===== config.mk =====
export PLATFORM = sky130hd
export DESIGN_NAME = config_bram_port_arbiter_flat
export DESIGN_NICKNAME = d
export VERILOG_FILES = /design/src/rtl/config_bram_port_arbiter_if.sv /design/src/rtl/config_bram_port_arbiter.sv /design/src/flat_wrapper.sv
export SDC_FILE = /design/constraint.sdc
export NUM_CORES = 1
export LEC_CHECK = 0
export ABC_AREA = 1
export BUFFER_PORTS_ARGS = -buffer_cell sky130_fd_sc_hd__buf_2
export CAP_MARGIN = 5
export CORE_MARGIN = 2
export CORE_UTILIZATION = 43
export DETAILED_ROUTE_END_ITERATION = 12
export PLACE_DENSITY_LB_ADDON = 0.15
export SYNTH_ARGS = -nofsm -noshare
export SYNTH_HDL_FRONTEND = slang
export SYNTH_SLANG_ARGS = --single-unit

===== constraint.sdc =====
create_clock -name CLK -period 3.1 [get_ports CLK]
set_input_delay 0.155 -clock CLK [delete_from_list [all_inputs] [get_ports CLK]]
set_output_delay 0.155 -clock CLK [all_outputs]
set_load 0.02 [all_outputs]

===== src/rtl/config_bram_port_arbiter_if.sv =====
// Bus between the config-manager requesters, the port arbiter and
// BRAM_CONFIG port B. The arbiter uses the slave view; requesters and
// the BRAM use the master view.
interface config_bram_port_arbiter_if #(
  parameter int NUM_REQ = 4,
  parameter int ADDR_W  = 6,
  parameter int DATA_W  = 16
);
  logic [NUM_REQ-1:0]        REQ;
  logic [NUM_REQ-1:0]        REQ_WE;
  logic [NUM_REQ*ADDR_W-1:0] REQ_ADDR;
  logic [NUM_REQ*DATA_W-1:0] REQ_DIN;
  logic [NUM_REQ-1:0]        GNT;
  logic [NUM_REQ-1:0]        RVALID;
  logic [DATA_W-1:0]         RDATA;
  logic [ADDR_W-1:0]         BRAM_ADDR;
  logic                      BRAM_WE;
  logic [DATA_W-1:0]         BRAM_DIN;
  logic [DATA_W-1:0]         BRAM_DOUT;

  modport slave (
    input  REQ, REQ_WE, REQ_ADDR, REQ_DIN, BRAM_DOUT,
    output GNT, RVALID, RDATA, BRAM_ADDR, BRAM_WE, BRAM_DIN
  );

  modport master (
    output REQ, REQ_WE, REQ_ADDR, REQ_DIN, BRAM_DOUT,
    input  GNT, RVALID, RDATA, BRAM_ADDR, BRAM_WE, BRAM_DIN
  );
endinterface


===== src/rtl/config_bram_port_arbiter.sv =====
// Round-robin arbiter sharing BRAM_CONFIG port B among the config-manager
// requesters. One access is granted per cycle; read data is routed back to
// the originating requester by a tag pipeline matched to the BRAM latency.
module config_bram_port_arbiter #(
  parameter int NUM_REQ      = 4,
  parameter int ADDR_W       = 6,
  parameter int DATA_W       = 16,
  parameter int BRAM_LATENCY = 2
) (
  input  logic                        CLK,
  input  logic                        RST,
  config_bram_port_arbiter_if.slave   bus
);

  localparam int IDX_W = $clog2(NUM_REQ);

  logic [IDX_W-1:0]        ptr;
  logic [IDX_W-1:0]        win_idx;
  logic [IDX_W-1:0]        next_ptr;
  logic [IDX_W-1:0]        cand;
  int                      scan_idx;
  logic                    found;
  logic [ADDR_W-1:0]       sel_addr;
  logic [DATA_W-1:0]       sel_din;
  logic                    sel_we;
  logic [NUM_REQ-1:0]      gnt_vec;
  logic [NUM_REQ-1:0]      rvalid_vec;
  logic [BRAM_LATENCY-1:0] tag_valid;
  logic [IDX_W-1:0]        tag_idx [BRAM_LATENCY];

  // Pick the first requester at or above the pointer, wrapping; no grants during reset
  always_comb begin
    found    = 1'b0;
    win_idx  = '0;
    scan_idx = 0;
    cand     = '0;
    for (int k = 0; k < NUM_REQ; k++) begin
      scan_idx = int'(ptr) + k;
      if (scan_idx >= NUM_REQ) begin
        scan_idx = scan_idx - NUM_REQ;
      end
      cand = IDX_W'(scan_idx);
      if (!found && bus.REQ[cand] && !RST) begin
        found   = 1'b1;
        win_idx = cand;
      end
    end
  end

  // Select the winner's command and form the grant, next pointer and return strobe
  always_comb begin
    sel_addr = '0;
    sel_din  = '0;
    sel_we   = 1'b0;
    for (int i = 0; i < NUM_REQ; i++) begin
      if (win_idx == IDX_W'(i)) begin
        sel_addr = bus.REQ_ADDR[i*ADDR_W +: ADDR_W];
        sel_din  = bus.REQ_DIN[i*DATA_W +: DATA_W];
        sel_we   = bus.REQ_WE[i];
      end
    end
    gnt_vec = '0;
    if (found) begin
      gnt_vec[win_idx] = 1'b1;
    end
    next_ptr = (win_idx == IDX_W'(NUM_REQ-1)) ? '0 : win_idx + IDX_W'(1);
    rvalid_vec = '0;
    if (tag_valid[BRAM_LATENCY-1]) begin
      rvalid_vec[tag_idx[BRAM_LATENCY-1]] = 1'b1;
    end
  end

  assign bus.GNT = gnt_vec;

  // Register the BRAM command, advance the read tags and capture returning data
  always_ff @(posedge CLK) begin
    if (RST) begin
      ptr           <= '0;
      bus.BRAM_ADDR <= '0;
      bus.BRAM_WE   <= 1'b0;
      bus.BRAM_DIN  <= '0;
      bus.RVALID    <= '0;
      bus.RDATA     <= '0;
      tag_valid     <= '0;
      for (int s = 0; s < BRAM_LATENCY; s++) begin
        tag_idx[s] <= '0;
      end
    end else begin
      bus.BRAM_WE <= 1'b0;
      if (found) begin
        bus.BRAM_ADDR <= sel_addr;
        bus.BRAM_WE   <= sel_we;
        bus.BRAM_DIN  <= sel_we ? sel_din : '0;
        ptr           <= next_ptr;
      end
      tag_valid[0] <= found & ~sel_we;
      tag_idx[0]   <= win_idx;
      for (int s = 1; s < BRAM_LATENCY; s++) begin
        tag_valid[s] <= tag_valid[s-1];
        tag_idx[s]   <= tag_idx[s-1];
      end
      bus.RVALID <= rvalid_vec;
      if (tag_valid[BRAM_LATENCY-1]) begin
        bus.RDATA <= bus.BRAM_DOUT;
      end
    end
  end

endmodule


===== src/flat_wrapper.sv =====
// flat-port wrapper written by rule: the top's interface ports become plain ports
module config_bram_port_arbiter_flat 
#(
  parameter int NUM_REQ      = 4,
  parameter int ADDR_W       = 6,
  parameter int DATA_W       = 16,
  parameter int BRAM_LATENCY = 2
)
  (CLK, RST, bus_REQ, bus_REQ_WE, bus_REQ_ADDR, bus_REQ_DIN, bus_BRAM_DOUT, bus_GNT, bus_RVALID, bus_RDATA, bus_BRAM_ADDR, bus_BRAM_WE, bus_BRAM_DIN);
  config_bram_port_arbiter_if #(.NUM_REQ(NUM_REQ), .ADDR_W(ADDR_W), .DATA_W(DATA_W)) bus_i ();
  input  logic CLK;
  input  logic RST;
  input wire logic [$bits(bus_i.REQ)-1:0] bus_REQ;
  input wire logic [$bits(bus_i.REQ_WE)-1:0] bus_REQ_WE;
  input wire logic [$bits(bus_i.REQ_ADDR)-1:0] bus_REQ_ADDR;
  input wire logic [$bits(bus_i.REQ_DIN)-1:0] bus_REQ_DIN;
  input wire logic [$bits(bus_i.BRAM_DOUT)-1:0] bus_BRAM_DOUT;
  output wire logic [$bits(bus_i.GNT)-1:0] bus_GNT;
  output wire logic [$bits(bus_i.RVALID)-1:0] bus_RVALID;
  output wire logic [$bits(bus_i.RDATA)-1:0] bus_RDATA;
  output wire logic [$bits(bus_i.BRAM_ADDR)-1:0] bus_BRAM_ADDR;
  output wire logic [$bits(bus_i.BRAM_WE)-1:0] bus_BRAM_WE;
  output wire logic [$bits(bus_i.BRAM_DIN)-1:0] bus_BRAM_DIN;
  assign bus_i.REQ = bus_REQ;
  assign bus_i.REQ_WE = bus_REQ_WE;
  assign bus_i.REQ_ADDR = bus_REQ_ADDR;
  assign bus_i.REQ_DIN = bus_REQ_DIN;
  assign bus_i.BRAM_DOUT = bus_BRAM_DOUT;
  assign bus_GNT = bus_i.GNT;
  assign bus_RVALID = bus_i.RVALID;
  assign bus_RDATA = bus_i.RDATA;
  assign bus_BRAM_ADDR = bus_i.BRAM_ADDR;
  assign bus_BRAM_WE = bus_i.BRAM_WE;
  assign bus_BRAM_DIN = bus_i.BRAM_DIN;
  config_bram_port_arbiter #(.NUM_REQ(NUM_REQ), .ADDR_W(ADDR_W), .DATA_W(DATA_W), .BRAM_LATENCY(BRAM_LATENCY)) u_core (.CLK(CLK), .RST(RST), .bus(bus_i));
endmodule

==> results_dict.tcl <==
set metrics [dict create \
    synth_edf_count 0 \
    stdcell_count 624 \
    cts_setup_buffers 0 \
    dp.cells 616 \
    drive_above_1_share_pct 34.97 \
    maxCapViolCount 0 \
    fmax_mhz 355.4 \
    yosysMostFrequentCell "nand2_1" \
    rr_worst_depth 21 \
    grt_start_max_net_pins 34 \
    whs_path_depth 3 \
    via_per_inst 5.045 \
    clock-sinks 51 \
    clockBufferDepth 2 \
    setup_viol 0 \
    routed_wl_mm 7.961 \
    synthDistinctLibCells 26 \
    yosysWarnings 0 \
    area_growth_pct 35.10 \
    drcViolationCount 0 \
    nets 666 \
    grt_overflow 0 \
    arrival_ns 2.66 \
    crit_type "reg2out" \
    status "completed" \
    drtAntennaViolNets 0 \
    synthCells 395 \
    synth_top_cell_area_share_pct 38.29 \
    period_minus_slack_ns 2.814 \
    fp.dieH_um 82.75 \
    end_kind "output port" \
    critPathMaxFanout 24 \
    n_antenna_cell 0 \
    tns_ns 0 \
    required_ns 2.94 \
    htree_levels 2 \
    synth_area_per_cell_um2 6.750 \
    place_hpwl_mm 6.076 \
    drt_pass1_iterations 4 \
    ys_seq_area_share_pct 38.29 \
    die_area_mm2 0.006847 \
    syn-num-nets 513 \
    grt_pass1_wl_mm 11.85 \
    cts_tree "done" \
    grt_pass1_vias 2702 \
    portBuffers 160 \
    tightest_slew_ns 0.7278 \
    leakagePower_nw 1.963 \
    slew_violations 0 \
    coreArea_mm2 0.005956 \
    gp_congestion 0.8786 \
    yosys-top-cells-area "dfxtp_1, nand2_1, o21ai_0" \
    finClkSkew_ns 0.008454 \
    rows 28 \
    hp-class "in2reg" \
    synth_commonest_cells "nand2_1, nor2_1, dfxtp_1" \
    fin_crit_sh_pct 90.77 \
    rsz0062_at_grt "no" \
    grt.total_usage_pct 22.15 \
    wl_per_cell_um 12.76 \
    numCtsBuffers 5 \
    ir_drop_uv 572.2 \
    die_x_um 82.75 \
    synth_flop_cell "dfxtp_1" \
    utilization_pct 60.48 \
    syn-cell-area_mm2 0.002666 \
    startpoint_type "flip-flop" \
    ys_ff_latch 51 \
    p_per_area_mw_per_mm2 1207 \
    async_flop_share_pct 0 \
    hold_viol 0 \
    worstSkewPairLatency_ns 0.30 \
    root_buffer "clkbuf_8" \
    antenna_found_initial 0 \
    yosys.area.top_type "dfxtp_1" \
    ios 161 \
    vias 3148 \
    slew_headroom_pct 51.36 \
    cts.clk_slew.worst_paths_ns 0.10 \
    start_util_pct 44.77 \
    drt-initial-drc-count 82 \
]
-- routing by layer --
metal	vias to the layer above	wire length, um	track usage [%]
met5	-	0	0
met4	0	102	5.574
met3	8	633	6.196
met2	124	4092	41.45
met1	1408	3133	24.47
li1	1608	-	-
-- flip-flops by register name, indices dropped and copies added, names as in the netlist --
register / flops
u_core.bus.BRAM_DIN: 16
u_core.bus.RDATA: 16
u_core.bus.BRAM_ADDR: 6
u_core.bus.RVALID: 4
u_core.tag_idx: 4
u_core.ptr: 2
u_core.tag_valid: 2
u_core.bus.BRAM_WE: 1
-- cell families (layout without fill, tap and decap cells) --
group                      count (synthesis)  in the layout  synth area share [%]
AOI/OAI and AO/OA                         90             90                 19.01
adders and majority gates                  4              4                 1.877
buffers and inverters                     45            199                 7.320
DFF                                       51             51                 38.29
and+or+nand+nor                          205            205                 33.51
-- critical path, stage by stage, from the launching register on --
cell	delay [ns]
dfxtp_1	0.38
inv_1	0.16
nand2_1	0.09
nand2_2	0.11
nand2_1	0.08
nand3_2	0.12
nand3_2	0.11
nor2_1	0.14
nor2_1	0.08
nor2_2	0.17
inv_1	0.09
ha_1	0.24
inv_1	0.08
buf_4	0.25
nor2_1	0.07
buf_2	0.18
-- layout by cell type, fill, tap and decap left out, types with 5 or more instances in the layout --
cell type,Yosys,final
o21ai_0,42,42
o21ai_1,5,5
inv_1,20,20
nand3_1,35,35
nand2_1,100,100
buf_2,3,160
nand3_2,6,6
clkbuf_8,0,5
o211ai_1,10,10
a21oi_1,20,20
buf_4,0,8
nor2_1,53,53
a22oi_1,10,10
dfxtp_1,51,50
-- worst paths after layout --
path	startpoint	to	slack [ns]
max	u_core.ptr[1]	bus_GNT[2]	0.29
min	bus_BRAM_DOUT[15]	u_core.bus.RDATA[15]	0.07
max reg2reg	u_core.ptr[1]	u_core.bus.BRAM_DIN[7]	0.34
min reg2reg	u_core.tag_idx[0][1]	u_core.tag_idx[0][3]	0.41
-- per-stage QoR --
stage               total power [mW]  area, um^2  hold WS (ns)  setup slack [ns]
global placement               3.921        3512        0.3777            0.4653
CTS                            4.364        3601       0.07100            0.2621
global route                   4.826        3602       0.07035          0.007075
finish                         4.348        3602       0.07099            0.2862
floorplan                      3.239        2666        0.2262            0.5943
detailed placement             3.982        3512        0.3847            0.3455
-- where the power goes --
part | switching, mW | internal, mW | leakage [nW]
Clock | 0.224 | 0.158 | 0.0402
Sequential | 0.114 | 0.879 | 0.422
Combinational | 1.92 | 1.05 | 1.50
Total | 2.26 | 2.09 | 1.96
-- repair_timing --
| item | in CTS | in global routing |
|---|---|---|
| setup endpoints to repair | 0 | 9 |
| resized for setup | 0 | 1 |
| hold buffers | 0 | 0 |
-- cell type report --
cell class	count	area, um^2
multi-input cells	299	1450
clock buffers	5	68.82
fillers	621	2354
well taps	75	93.84
repair buffers	168	860.8
flip-flops and latches	51	1022
clock inverters	3	20.02
inverters	23	86.33
Power figures use the tool's default switching activity.
